$ cat src/rtl/deser_pkg.sv
// Shared definitions for the serial deserialiser: FSM state encoding,
// default counter/word widths and the even-parity helper.
// Optional feature macro: DESER_PARITY_EN (adds the PARITY state).
package deser_pkg;

  localparam int DEF_N = 4;
  localparam int DEF_W = 8;

  localparam logic [2:0] ST_IDLE   = 3'd0;
  localparam logic [2:0] ST_LOAD   = 3'd1;
  localparam logic [2:0] ST_SHIFT  = 3'd2;
  localparam logic [2:0] ST_PARITY = 3'd3;
  localparam logic [2:0] ST_HOLD   = 3'd4;

  typedef enum logic [2:0] {
    S_IDLE   = ST_IDLE,
    S_LOAD   = ST_LOAD,
    S_SHIFT  = ST_SHIFT,
    S_PARITY = ST_PARITY,
    S_HOLD   = ST_HOLD
  } state_t;

  // Even parity: the data reduction XOR combined with the received parity
  // bit must be 0, so a 1 here flags an error.
  function automatic logic evenParityErr(input logic dataXor, input logic parityBit);
    return dataXor ^ parityBit;
  endfunction

endpackage

$ cat src/rtl/deser_shreg.sv
// W-bit shift-in register: bits enter at the LSB and move toward the MSB,
// so an MSB-first serial stream lands in natural bit order.
module deser_shreg
  import deser_pkg::*;
#(
  parameter int W = DEF_W
) (
  input  logic         i_clk,
  input  logic         i_rst_n,
  input  logic         i_shift,
  input  logic         i_din,
  output logic [W-1:0] o_q
);

  logic [W-1:0] r_q;

  // Shift one bit in whenever the controller accepts a serial bit.
  always_ff @(posedge i_clk or negedge i_rst_n) begin
    if (!i_rst_n) begin
      r_q <= '0;
    end else if (i_shift) begin
      r_q <= {r_q[W-2:0], i_din};
    end
  end

  assign o_q = r_q;

endmodule

$ cat src/rtl/serial_deser_ctrl.sv
// Bit-serial to parallel deserialiser controller. Drives an external bit
// counter (load/enable) and uses its count to find word boundaries, then
// presents each word on a valid/ready handshake.
// Optional feature macro: DESER_PARITY_EN (trailing even-parity bit check).
module serial_deser_ctrl
  import deser_pkg::*;
#(
  parameter int N = DEF_N,
  parameter int W = DEF_W
) (
  input  logic         clk,
  input  logic         reset,
  input  logic         start,
  input  logic         din_valid,
  input  logic         din,
  input  logic [N-1:0] count_in,
  output logic         cnt_load,
  output logic         cnt_enable,
  output logic [W-1:0] dout,
  output logic         dout_valid,
  input  logic         dout_ready,
  output logic         busy,
  output logic         parity_err
);

  localparam logic [N-1:0] LAST_COUNT = N'(W - 1);

  state_t       r_state;
  state_t       w_next;
  logic         w_shift_en;
  logic         w_last_bit;
  logic [W-1:0] w_shreg;
  logic [W-1:0] w_shreg_next;
  logic [W-1:0] r_dout;
  logic         r_dout_valid;
`ifdef DESER_PARITY_EN
  logic         w_parity_bit;
  logic         r_parity_err;
`endif

  deser_shreg #(.W(W)) u_shreg (
    .i_clk   (clk),
    .i_rst_n (reset),
    .i_shift (w_shift_en),
    .i_din   (din),
    .o_q     (w_shreg)
  );

  assign w_shreg_next = {w_shreg[W-2:0], din};

  // State register.
  always_ff @(posedge clk or negedge reset) begin
    if (!reset) begin
      r_state <= S_IDLE;
    end else begin
      r_state <= w_next;
    end
  end

  // Next-state and counter-control decode; an out-of-range count is treated
  // as the terminal bit so a misbehaving counter cannot strand the FSM.
  always_comb begin
    w_next       = r_state;
    cnt_load     = 1'b0;
    cnt_enable   = 1'b0;
    busy         = (r_state != S_IDLE);
    w_shift_en   = 1'b0;
    w_last_bit   = 1'b0;
`ifdef DESER_PARITY_EN
    w_parity_bit = 1'b0;
`endif
    case (r_state)
      S_IDLE: begin
        if (start) w_next = S_LOAD;
      end
      S_LOAD: begin
        cnt_load = 1'b1;
        w_next   = S_SHIFT;
      end
      S_SHIFT: begin
        cnt_enable = din_valid;
        w_shift_en = din_valid;
        if (din_valid && (count_in >= LAST_COUNT)) begin
          w_last_bit = 1'b1;
`ifdef DESER_PARITY_EN
          w_next = S_PARITY;
`else
          w_next = S_HOLD;
`endif
        end
      end
`ifdef DESER_PARITY_EN
      S_PARITY: begin
        cnt_enable = din_valid;
        if (din_valid) begin
          w_parity_bit = 1'b1;
          w_next       = S_HOLD;
        end
      end
`endif
      S_HOLD: begin
        if (dout_ready) w_next = start ? S_LOAD : S_IDLE;
      end
      default: w_next = S_IDLE;
    endcase
  end

  // Output word capture and valid flag; dout keeps its value after handshake.
  always_ff @(posedge clk or negedge reset) begin
    if (!reset) begin
      r_dout       <= '0;
      r_dout_valid <= 1'b0;
    end else begin
      if (w_last_bit) begin
        r_dout <= w_shreg_next;
`ifndef DESER_PARITY_EN
        r_dout_valid <= 1'b1;
`endif
      end
`ifdef DESER_PARITY_EN
      if (w_parity_bit) r_dout_valid <= 1'b1;
`endif
      if ((r_state == S_HOLD) && dout_ready) r_dout_valid <= 1'b0;
    end
  end

`ifdef DESER_PARITY_EN
  // Parity result lives alongside the word and is cleared as the next word loads.
  always_ff @(posedge clk or negedge reset) begin
    if (!reset) begin
      r_parity_err <= 1'b0;
    end else if (w_parity_bit) begin
      r_parity_err <= evenParityErr(^r_dout, din);
    end else if (r_state == S_LOAD) begin
      r_parity_err <= 1'b0;
    end
  end

  assign parity_err = r_parity_err;
`else
  assign parity_err = 1'b0;
`endif

  assign dout       = r_dout;
  assign dout_valid = r_dout_valid;

endmodule

$ cat config.mk
export PLATFORM = sky130hd
export DESIGN_NAME = serial_deser_ctrl
export DESIGN_NICKNAME = d
export VERILOG_FILES = /design/src/rtl/deser_pkg.sv /design/src/rtl/deser_shreg.sv /design/src/rtl/serial_deser_ctrl.sv
export SDC_FILE = /design/constraint.sdc
export NUM_CORES = 1
export LEC_CHECK = 0
export CORE_MARGIN = 3
export CORE_UTILIZATION = 40
export DETAILED_ROUTE_END_ITERATION = 10
export PLACE_DENSITY = 0.77
export SETUP_SLACK_MARGIN = 0.15
export SLEW_MARGIN = 10
export SYNTH_ARGS = -nofsm -noshare
export SYNTH_HDL_FRONTEND = slang
export SYNTH_SLANG_ARGS = --single-unit
export TNS_END_PERCENT = 100
$ cat constraint.sdc
create_clock -name clk -period 3.8 [get_ports clk]
set_input_delay 0.76 -clock clk [delete_from_list [all_inputs] [get_ports clk]]
set_output_delay 0.76 -clock clk [all_outputs]
set_load 0.05 [all_outputs]
# After elaboration in Yosys (flattened, before gate mapping)

Index checks and enable logic that the tools add are counted.

Input bits: 10
Register bits: 19

$lt $le $gt $ge: 1
Reductions and logical operators: 6
Mux-type cells: 11
Equality and inequality tests: 6

Operator list:

| kind               | count |
|---|---|
| $pmux 3 s4         | 1 |
| $mux 3             | 3 |
| $mux 1             | 7 |
| $ne 2x2->1 const B | 3 |
| $ge 4x3->1 const B | 1 |
| $eq 3x1->1 const B | 1 |
| $eq 3x2->1 const B | 1 |
| $eq 3x3->1 const B | 1 |
| $logic_not 3->1    | 1 |
| $reduce_and 3->1   | 1 |
| $reduce_bool 3->1  | 1 |
| $logic_and 1x1->1  | 2 |
| $reduce_bool 2->1  | 1 |

# Longest topological paths before layout

Gate-level depths: netlist of run 1.

Word-level depth: 6
Mapped depth: 5

# Modules after synthesis

Synthesis of run 1 repeated with hierarchy kept, for this count alone.

Cell total of the unflattened synthesis: 57
Area total of the unflattened synthesis: 912.1 µm²

Modules (own cells, without submodules):

| module            | times used | seq. area each (µm²) | cells an instance | area an instance (µm²) |
|---|---|---|---|---|
| serial_deser_ctrl | 1          | 300.3                | 40                | 580.6 |
| deser_shreg       | 1          | 200.2                | 17                | 331.6 |

# Least setup slack after synthesis of run 1

Ideal clock, no wire load.

Kind: register to output
Start: register r_state[1]
End: output cnt_load
Cell stages (with the launch flop): 3
Arrival time: 1.178 ns
Setup slack: 1.862 ns
Buffers on the path: 0
Required time: 3.040 ns
Path through: dfrtp_1 > nand2b_1 > nor2_1

Word-level cells in the longest chain between the ends: 2

Ends and longest elaborated chain:

| what                   | RTL line                | text |
|---|---|---|
| start, declared        | serial_deser_ctrl.sv:28 | `state_t r_state;` |
| start signal, assigned | serial_deser_ctrl.sv:56 | `r_state <= w_next;` |
| $eq 3x1->1             | serial_deser_ctrl.sv:72 | `case (r_state)` |
| $mux 1                 | serial_deser_ctrl.sv:72 |  |
| end, declared          | serial_deser_ctrl.sv:17 | `output logic cnt_load,` |

No other way between the ends.

# Worst setup path in the final report of run 1

Start: input din_valid
End: output cnt_enable

Word-level cells in the longest chain between the ends: 1

Ends and longest elaborated chain:

| what            | RTL line                | text |
|---|---|---|
| start, declared | serial_deser_ctrl.sv:14 | `input logic din_valid,` |
| $mux 1          | serial_deser_ctrl.sv:72 |  |
| end, declared   | serial_deser_ctrl.sv:18 | `output logic cnt_enable,` |

No other way between the ends.

==> results of run 1 <==
final cells by class:
class,count,area [um^2]
clock buffers,3,22.5
fillers,162,759
inverters,1,3.75
well taps,25,31.3
flip-flops and latches,19,475
repair buffers,22,218
multi-input cells,32,324
clock inverters,1,5.00
worst max path at each step:
stage / startpoint / end / slack [ns] / depth (start not counted)
5_1_grt: din_valid / cnt_enable / 0.71 / 3
3_3_place_gp: din_valid / cnt_enable / 0.74 / 3
3_5_place_dp: din_valid / cnt_enable / 0.72 / 3
4_1_cts: din_valid / cnt_enable / 0.73 / 3
6_report: din_valid / cnt_enable / 0.73 / 3
2_1_floorplan: r_state[1] / cnt_load / 1.86 / 2
synth_stat cells (all sizes together):
master  number
nand2        1
o21a         1
or3          1
and3         1
dfrtp       19
o21ai        1
and4bb       1
inv          1
nor2         2
a21oi        1
buf          3
nand3        1
or2b         1
mux2        15
conb         1
o21bai       1
nand2b       1
a31oi        1
nor2b        2
state kept, by name (all words and copies together), names as in the netlist:
name,cells
dout_valid,1
u_shreg.o_q,7
dout,8
r_state,3
per-layer routing:
layer	wire, um	up-vias	share of wire (%)
li1	-	238	-
met1	595	238	43
met2	686	11	50
met3	63	2	4.6
met4	31	0	2.3
met5	0	-	0
metrics by stage:
stage                     power (mW)  instance area (um^2)
after floorplan                0.707                   833
after global placement         0.851                  1050
after detailed placement       0.862                  1050
after CTS                      0.966                  1080
after global routing            1.01                  1080
final                          0.954                  1080
critical path, cell delays in order:
cell and delay, ns:
sky130_fd_sc_hd__clkdlybuf4s50_1 0.49, sky130_fd_sc_hd__and4bb_1 0.25, sky130_fd_sc_hd__clkdlybuf4s50_1 0.81
kinds of logic (layout without fill, tap and decap cells):
logic type	Yosys count	count (layout)
compound gates	5	5
buf+inv	4	27
flops	19	19
mux	15	15
other cells	1	1
simple gates	11	11
power by group:
group	internal (mW)	leakage, nW	switching (mW)
clock	0.0392	0.0177	0.0617
sequential	0.291	0.242	0.0601
combinational	0.219	0.218	0.283
total	0.550	0.478	0.405
==> run summary, run 1 <==
The number of antenna violations at the first check in global routing was 0. The vertical die dimension was 51.6 um. After synthesis, the netlist uses 23 different library cells.

The global routing met3 resource utilization was 2.87%; the post-layout instance count excluding filler cells was 103. The global placement routability congestion came out at 0.725. Via total after detailed routing: 489. Start point of the worst hold path: dout_valid. The xor-xnor portion of the synthesized cell area works out to 0%. The global-route wire length before repair came out at 2.36 mm. Summed over all layers, the global routing overflow is 0.

Hold repair after CTS inserted 0 buffers. The run gives 0 as the number of synthesis warnings. In this run the critical register-to-register path is captured at dout[2]. The die covers 2670 um^2. The tools report the start of the worst register-to-register path as r_state[2].

23 I/O pins were placed. The arrival time reported for the critical path endpoint was 2.31 ns. Detailed placement finished with a half-perimeter wire length of 1.02 mm. Clock period minus worst slack: 3.07 ns. For flop-to-flop paths, the worst setup slack is 2.01 ns. The global routing's busiest layer is met2. For the final database, setup skew stands at 0.00481 ns. Power spread over the standard cell area amounts to 884 nW/um^2.

After Yosys synthesis, full adders, half adders and majority gates account for 0% of the synthesized area. The tools report the sequential fraction of the synthesis area as 57.1%. The number of antenna-violating nets in the routed design was 0. The highest ir drop seen on vdd is 0.412 mV, and the total setup buffers inserted after CTS is 0. Post-CTS repair changed the size of 0 cells. Clock tree synthesis selected as its root buffer the cell sky130_fd_sc_hd__clkbuf_4. For hold timing, the worst endpoint is dout_valid. Dividing the synthesized area by the synthesized cell count gives 15.2 um^2. The worst setup path is captured at an output pin. Timing analysis after detailed placement gives a worst setup slack of 0.725 ns. For the met2 track demand over resource, the log shows 19.5%. The area fraction in compound gates after synthesis works out to 5.56%. During placement, the flow inserted port buffers numbering 21.

In this run, CTS created clock tree buffers numbering 3. After Yosys synthesis, and, or, nand and nor cells account for 9.01% of the synthesized area. Share of the cycle needed by the critical path after routing: 80.7%.

For this run, design rule violations remaining after detail routing come to 0. For met1 alone, demand over resource in global routing was 14.8%. After detailed routing, the number of vias per cell comes to 4.75.

The setup path with the least slack is of type in -> out. The tools report the number of levels the H-tree was split into as 1. The biggest area contributor in the post-synthesis netlist is sky130_fd_sc_hd__dfrtp_1. Clock latency on the worst-skew pair, taken at its later pin, is 0.29 ns. The worst setup path is launched from an input pin.

The maximum fanout count along the critical path is 2. The cell count after synthesis was 55. The run gives 0 as the final hold violation count.

After routing, the total negative slack on setup checks comes to 0 ns. 0 antenna diodes ended up in the layout. The area growth from synthesis to layout is 29.6%.

The number of global-route vias before repair was 491. The worst path meets setup with 0.733 ns of slack. In this run the tightest slew margin relative to its limit is 46.5%. The analysis attributes to cell leakage a power of 0.478 nW. The tools report the final design utilization as 58.7%. For this block, the initial DRC count from the detailed router was 5.

The clock sink count is 19, and the cell area after synthesis is 833 um^2. Cell count of the worst hold path: 1. The share of the synthesized area in the top cell type was 57.1%; the final setup violation count was 0. Dividing the detail-routed wire length by the instance count gives 13.4 um. The initial standard-cell utilization of the core came out at 45.3%. The class of the most critical hold timing path was reg -> reg. The number of rows in the core area was 15; the fraction of layout cells with a size suffix above 1 was 26.9%.

Counting along the longest clock path gives a buffer depth of 2. The number of nets handed over by synthesis was 65. The number of detailed-routing iterations run before antenna repair came out at 2. The logs give 1840 um^2 for the area of the core region and 99 for the placed instance count. The multiplexer share of the synthesized area was 23.9%; the required time of the worst setup path was 3.04 ns. The library cell used most frequently in the layout, excluding fill and tap cells, is sky130_fd_sc_hd__clkdlybuf4s50_1.

TritonCTS built the clock tree. The max-capacitance violation count is 0. The combinational family with the most area after synthesis was multiplexers.

The total track usage was 12.6%; the clock slew seen by the registers of the worst setup and hold paths was 0.10 ns. The path depth of the worst reg2reg path came out at 4. After the last flow step, the layout net total stands at 89. For this run, the top clock speed supported by timing is 0.326 GHz. The pin count of the biggest net entering global routing is 20.

Setup repair after global routing left no endpoint under its margin. The tools report the final wirelength as 1.38 mm. The floorplan step set the die width to 51.6 um.

Leaving out fill and tap cells, the most frequent cells in the layout are sky130_fd_sc_hd__clkdlybuf4s50_1 (21), sky130_fd_sc_hd__dfrtp_1 (19), sky130_fd_sc_hd__mux2_4 (8), sky130_fd_sc_hd__mux2_2 (6), sky130_fd_sc_hd__clkbuf_4 (3). The worst slack on hold paths is 0.513 ns, and the slew at the pin closest to its max-slew limit is 0.800 ns. The flow ran to the end, and the final reports show no timing, DRC or antenna violations.

By area the synthesized netlist is led by sky130_fd_sc_hd__dfrtp_1 (57%), sky130_fd_sc_hd__mux2_4 (14%), sky130_fd_sc_hd__mux2_2 (8.1%). Counting flops and latches in the post-synthesis netlist gives 19. The tools report the number of max-slew violations in the final report as 0.
Power figures use the tool's default switching activity.
==> run 2: changes to the inputs <==
Clock period 3.8 ns to 2.9 ns, I/O delays scaled along.
==> run 2 against run 1 <==
Net effect:
- via count fell by 2.0%
- register-to-register slack got worse by 0.67 ns
- die area did not move
- critical endpoint is now busy
- combinational power rose by 33%
- sequential power rose by 31%
- critical path depth fell by 1
- cell count did not move
- largest power group unchanged
- highest routed layer is now met3
==> run summary, run 2 (synthesis results as in run 1) <==
The flow ran to the end, and the final reports show no timing, DRC or antenna violations. The register with the most flip-flops in the layout has 8 of them. At the pin with the least slew margin, the transition time is 0.829 ns.

In the final design database the tool counted 89 nets. 23 I/O pins were placed. The final design utilization is 59.2%.

The congestion estimate from routability-driven global placement came to 0.722. For the highest attainable clock frequency, the log shows 0.417 GHz. The worst hold path belongs to the class reg -> reg. The final setup violation count came out at 0. Leaving out fill and tap cells, the most frequent cell in the layout is sky130_fd_sc_hd__clkdlybuf4s50_1. Setup repair after global routing left no endpoint under its margin. The tools report the clock latency at the later pin of the worst-skew pair as 0.28 ns. The first global-routing pass estimated 2.23 mm of wire. Across the run, the number of max-cap violations was 0. Overall power consumption after layout is estimated at 1.25 mW. For this configuration, the core starts out at a cell density of 45.3%. Buffers inserted during clock tree synthesis total 3. In this run the tightest slew margin relative to its limit is 44.6%.

The die covers 2670 um^2. The number of inserted diodes was 0; the biggest cell delay along the critical path was 0.70 ns. Counting every sink on the clock net gives 19.

For the worst setup path, the data arrival time is 1.82 ns. TritonCTS built the clock tree. For the final wirelength, the log shows 1.32 mm. The total setup buffers inserted after CTS is 0. The number of rows in the core area was 15; the HPWL reported at the end of detailed placement was 1.01 mm.

The routed wire length per instance was 12.8 um. The library cells used most frequently in the layout, excluding fill and tap cells, are sky130_fd_sc_hd__clkdlybuf4s50_1 (20), sky130_fd_sc_hd__dfrtp_1 (19), sky130_fd_sc_hd__mux2_4 (8), sky130_fd_sc_hd__mux2_2 (6), sky130_fd_sc_hd__clkbuf_4 (3). The die is 51.6 um tall. In this run the cell area measured after placement is 1060 um^2. The tools report the nature of the critical path endpoint as an output pin. The number of max-slew violations in the final report is 0. For this block, the via count after detailed routing is 479. Of the cells placed in the final design, the portion with a size suffix greater than 1 is 26.9%. For the finished layout, the period the worst path requires is 2.40 ns. The buffer cell driving the clock tree root is sky130_fd_sc_hd__clkbuf_4. The quantity of I/O buffers inserted on ports was 21. The largest individual stage delay along the critical path comes from the cell sky130_fd_sc_hd__clkdlybuf4s50_1. After layout, the worst path uses 82.7% of the clock period.

The number of global-route vias before repair was 498; the number of detailed-routing iterations run before antenna repair was 4. The critical path goes through or3_1 -> clkdlybuf4s50_1. Entering global routing, the biggest net connects 20 pins. For this design the ratio of total power to cell area is 1150 nW/um^2. The clock slew seen by the registers of the worst setup and hold paths came out at 0.10 ns. With fillers left out, the area of the finished cells amounts to 1090 um^2.

The die is 51.6 um wide. Along the worst path, the maximum fanout reaches 7. The final hold violation count came out at 0.

Summed over all cells, the static leakage comes to 0.480 nW. The clock passes through at most 2 buffers. The first routing iteration left 3 violations. After detailed routing, the number of remaining DRC violations is 0. The logs give 0 for the number of antenna-violating nets in the routed design and 11.8% for the total track usage. The post-detailed-route via-to-cell ratio is 4.65. The region available for standard cell placement spans 1840 um^2.

For the number of antenna violations at the first check in global routing, the log shows 0. The run gives 0.00309 ns as the maximum clock skew at final layout. Kind of critical path: reg -> out.

The highest ir drop seen on vdd is 0.536 mV. The reg-to-reg setup timing slack is 1.34 ns, and the layout-stage area growth over the synthesis result is 30.6%. The run gives 2.32 ns as the required time of the worst setup path. The startpoint type of the worst setup path is a flop. Number of levels the H-tree was split into: 1.

The number of gates resized after CTS was 0. The hold buffer count at cts is 0, and the total negative slack is 0 ns. For the residual overflow from global routing, the log shows 0.
run 2: changes by cell type in the layout (fill, tap and decap cells not counted):
cell | previous run | this run
sky130_fd_sc_hd__buf_12 | 0 | 1
sky130_fd_sc_hd__clkdlybuf4s50_1 | 21 | 20
sky130_fd_sc_hd__clkbuf_1 | 0 | 1
sky130_fd_sc_hd__clkinv_2 | 1 | 0
run 2: layout make-up:
cell class,count,area [um^2]
inverter,1,3.75
multi-input combinational,32,324
sequential,19,475
clock buffer,4,26.3
timing repair buffer,22,228
tap,25,31.3
fill,162,751
run 2: path summary, 6_finish.rpt:
kind                                 start        endpoint  cells after the start
min in group asynchronous            reset  u_shreg.o_q[6]                      1
worst max register to register  r_state[2]         dout[2]                      3
max in group asynchronous            reset         dout[1]                      1
worst max-delay path            r_state[2]            busy                      2
worst min-delay path            dout_valid      dout_valid                      1
worst min register to register  dout_valid      dout_valid                      1
run 2: stage by stage:
stage	worst slack (ns)	hold WS (ns)	std cells
after detailed placement	0.710	0.485	99
after global routing	0.427	0.535	103
after CTS	0.481	0.521	103
final	0.502	0.509	103
after global placement	0.723	0.490	99
after floorplan	1.14	0.284	55
run 2: worst max-delay path: cells and delay by family (launching register included):
kind,cells,cell delay [ns]
buf+inv,1,0.70
flops,1,0.45
simple gates,1,0.38
run 2: power breakdown:
group	switching [mW]	leakage, nW	internal, mW
sequential	0.0772	0.242	0.382
combinational	0.372	0.223	0.294
clock	0.0738	0.0150	0.0534
run 2: routing by layer:
layer	global-route usage, %	vias to the layer above	wire [um]
met5	0	-	0
met1	13.6	234	600
met4	7.86	0	0
met3	2.87	0	58
li1	-	234	-
met2	19.3	11	663
==> run 3: changes to the inputs <==
Clock period 2.9 ns to 2.3 ns, I/O delays scaled along.
==> run 3 against run 2 <==
Net effect:
- sequential share of layout area shrank 0.25 points
- wire length grew 6.4%
- largest cell class unchanged
- combinational power grew 24%
- utilization grew 0.34 points
- sequential power grew 27%
- critical path type unchanged
- clock power grew 28%
- flip-flop and latch count is the same
- critical path depth is the same
==> run summary, run 3 (synthesis results as in run 1) <==
The worst path meets setup with 0.304 ns of slack. The number of global-route vias before repair was 479. Measured along the y axis, the die boundary spans 51.6 um. The pin count of the biggest net entering global routing was 20; the number of flip-flops under the largest register name was 8. The DRC violation count after routing was 0; the arrival time reported for the critical path endpoint was 1.54 ns. Between clock sinks in the finished design, the worst skew comes to 0.00427 ns. At the end of the flow the core is filled with cells to 59.5%. The layout-stage area growth over the synthesis result is 31.4%, and the leakage dissipation is 0.492 nW.

After clock tree synthesis, the clock-pin slew on the worst setup and hold paths is 0.11 ns. For this configuration, the core starts out at a cell density of 45.3%. Hold is met by 0.495 ns. The clock latency at the later pin of the worst-skew pair is 0.29 ns. Post-detailed-route via-to-cell ratio: 4.79.

The required time of the worst setup path was 1.84 ns. The tools report the number of ports placed on the die boundary as 23. Dividing the detail-routed wire length by the instance count gives 13.5 um. The run finished with clean final reports. Static timing analysis puts the maximum clock frequency at 0.501 GHz. The share of total power dissipated in combinational logic is 52.6%. The floorplan has 15 rows. On the worst path, the slowest cell contributes a delay of 0.45 ns.

The number of fillers in the final layout came out at 162. The final hold violation count is 0, and the worst path buffer plus inverter count is 1. Prior to clock tree synthesis, the placed netlist has a worst setup slack of 0.274 ns. Setup violations remaining at the end of the flow were counted as 0.

Among cell families on the critical path, the largest total delay comes from flip-flops. The power density of the placed cells was 1440 nW/um^2. The quantity of I/O buffers inserted on ports is 21, and the cell area after placement is 1070 um^2. Detailed routing inserted a total of 498 vias.

Setup repair after global routing left no endpoint under its margin. Once layout is done, the placed cells without fillers occupy 1090 um^2. The hold buffer count at cts came out at 0.

TritonCTS built the clock tree. The library cell used most frequently in the layout, excluding fill and tap cells, is sky130_fd_sc_hd__dfrtp_1. On the critical path, the stage with the largest delay is an instance of sky130_fd_sc_hd__dfrtp_1. In the final design database the tool counted 90 nets.

The total negative slack came out at 0 ns. The clock period minus worst slack is 2.00 ns. The number of placed instances, taps included, is 100. For the global-route wire length before repair, the log shows 2.28 mm. The number of antenna violations at the first check in global routing was 0. Startpoint type of the worst setup path: a flop.

The root buffer cell chosen for the clock tree is sky130_fd_sc_hd__clkbuf_4. The sequential cell fraction of total power was 37.1%. The tools report the global placement routability congestion as 0.717.

Total track usage: 11.8%. The run gives 0.670 mW as the switching power of the nets. The tools report the overall power after layout as 1.58 mW. The floorplan die width is 51.6 um, and the clock sink count is 19. The kind of critical path was reg -> out. The number of buffers added by the clock tree synthesis step was 3. For this block, the routed nets add up to 1.41 mm of wire. The relative contribution of the clock network to total power is 10.3%, and the detailed router's first-iteration violation count is 5. Leaving out fill and tap cells, the most frequent cells in the layout are sky130_fd_sc_hd__dfrtp_1 (19), sky130_fd_sc_hd__clkdlybuf4s50_1 (18), sky130_fd_sc_hd__mux2_4 (8), sky130_fd_sc_hd__mux2_2 (6), sky130_fd_sc_hd__clkbuf_4 (3).

The post-layout instance count excluding filler cells came out at 104. The slew at the pin closest to its max-slew limit works out to 0.498 ns. The internal power came out at 0.905 mW.

The number of max-slew violations in the final report is 0. Max-cap violations in this run came to 0. The residual overflow from global routing is 0. VDD sags by at most 0.707 mV. The die covers 2670 um^2. The worst slew margin relative to its limit is 66.7%.

The worst hold path belongs to the class in -> async. The number of levels the H-tree was split into is 1, and the fraction of layout cells with a size suffix above 1 is 29.1%. The nature of the critical path endpoint was an output pin. The pre-antenna-repair detailed-routing pass consisted of 3 iterations. Along the worst path, the maximum fanout reaches 7. The repair_antennas step left the layout with diodes totalling 0.

The share of the cycle needed by the critical path after routing was 86.8%; the HPWL reported at the end of detailed placement was 1.08 mm. Once detail routing completed, the nets flagged for antenna violations numbered 0. Walking the worst path, the cells encountered are or3_1 -> dlygate4sd2_1. The switching share of power works out to 42.5%. The maximum clock insertion buffer count is 2. For the area of the core region, the log shows 1840 um^2.
-- run 3: cell count changes in the layout (fill, tap and decap cells not counted), sizes merged --
cell	change
buf	+1
clkbuf	-1
clkdlybuf4s50	-2
clkinv	+1
dlygate4sd2	+2
-- run 3: path summary, 6_finish.rpt --
path / from / end / slack (ns) / cells past startpoint
setup / recovery: r_state[2] / busy / 0.30 / 2
setup reg to reg: r_state[2] / dout[3] / 0.72 / 3
min in group clk: dout_valid / dout_valid / 0.51 / 1
hold / removal: reset / dout[1] / 0.50 / 2
max in group asynchronous: reset / dout_valid / 1.60 / 2
hold reg to reg: dout_valid / dout_valid / 0.51 / 1
-- run 3: what timing repair did --
action                     4_1_cts  5_1_grt
setup endpoints to repair        2        0
setup buffers                    0        0
resized for setup                2        0
-- run 3: area by class of cell --
class | count | area, um^2 | share of cell area [%]
Timing Repair Buffer | 23 | 233 | 21.3
Sequential cell | 19 | 475 | 43.4
Clock inverter | 1 | 5.00 | 0.457
Inverter | 1 | 3.75 | 0.343
Multi-Input combinational cell | 32 | 324 | 29.6
Clock buffer | 3 | 22.5 | 2.06
Tap cell | 25 | 31.3 | 2.86
-- run 3: layer usage --
| metal | GRT usage, % | wire, um |
|---|---|---|
| met5 | 0 | 0 |
| met4 | 6.55 | 21 |
| met2 | 17.4 | 723 |
| met1 | 16.4 | 606 |
| met3 | 2.01 | 56 |
-- run 3: power by group through the flow --
stage               logic, mW  registers (mW)  clock network, mW
finish                  0.829           0.584              0.163
global route            0.867           0.605              0.187
CTS                     0.840           0.586              0.174
detailed placement      0.851           0.593                  0
global placement        0.834           0.583                  0
floorplan               0.343           0.825                  0
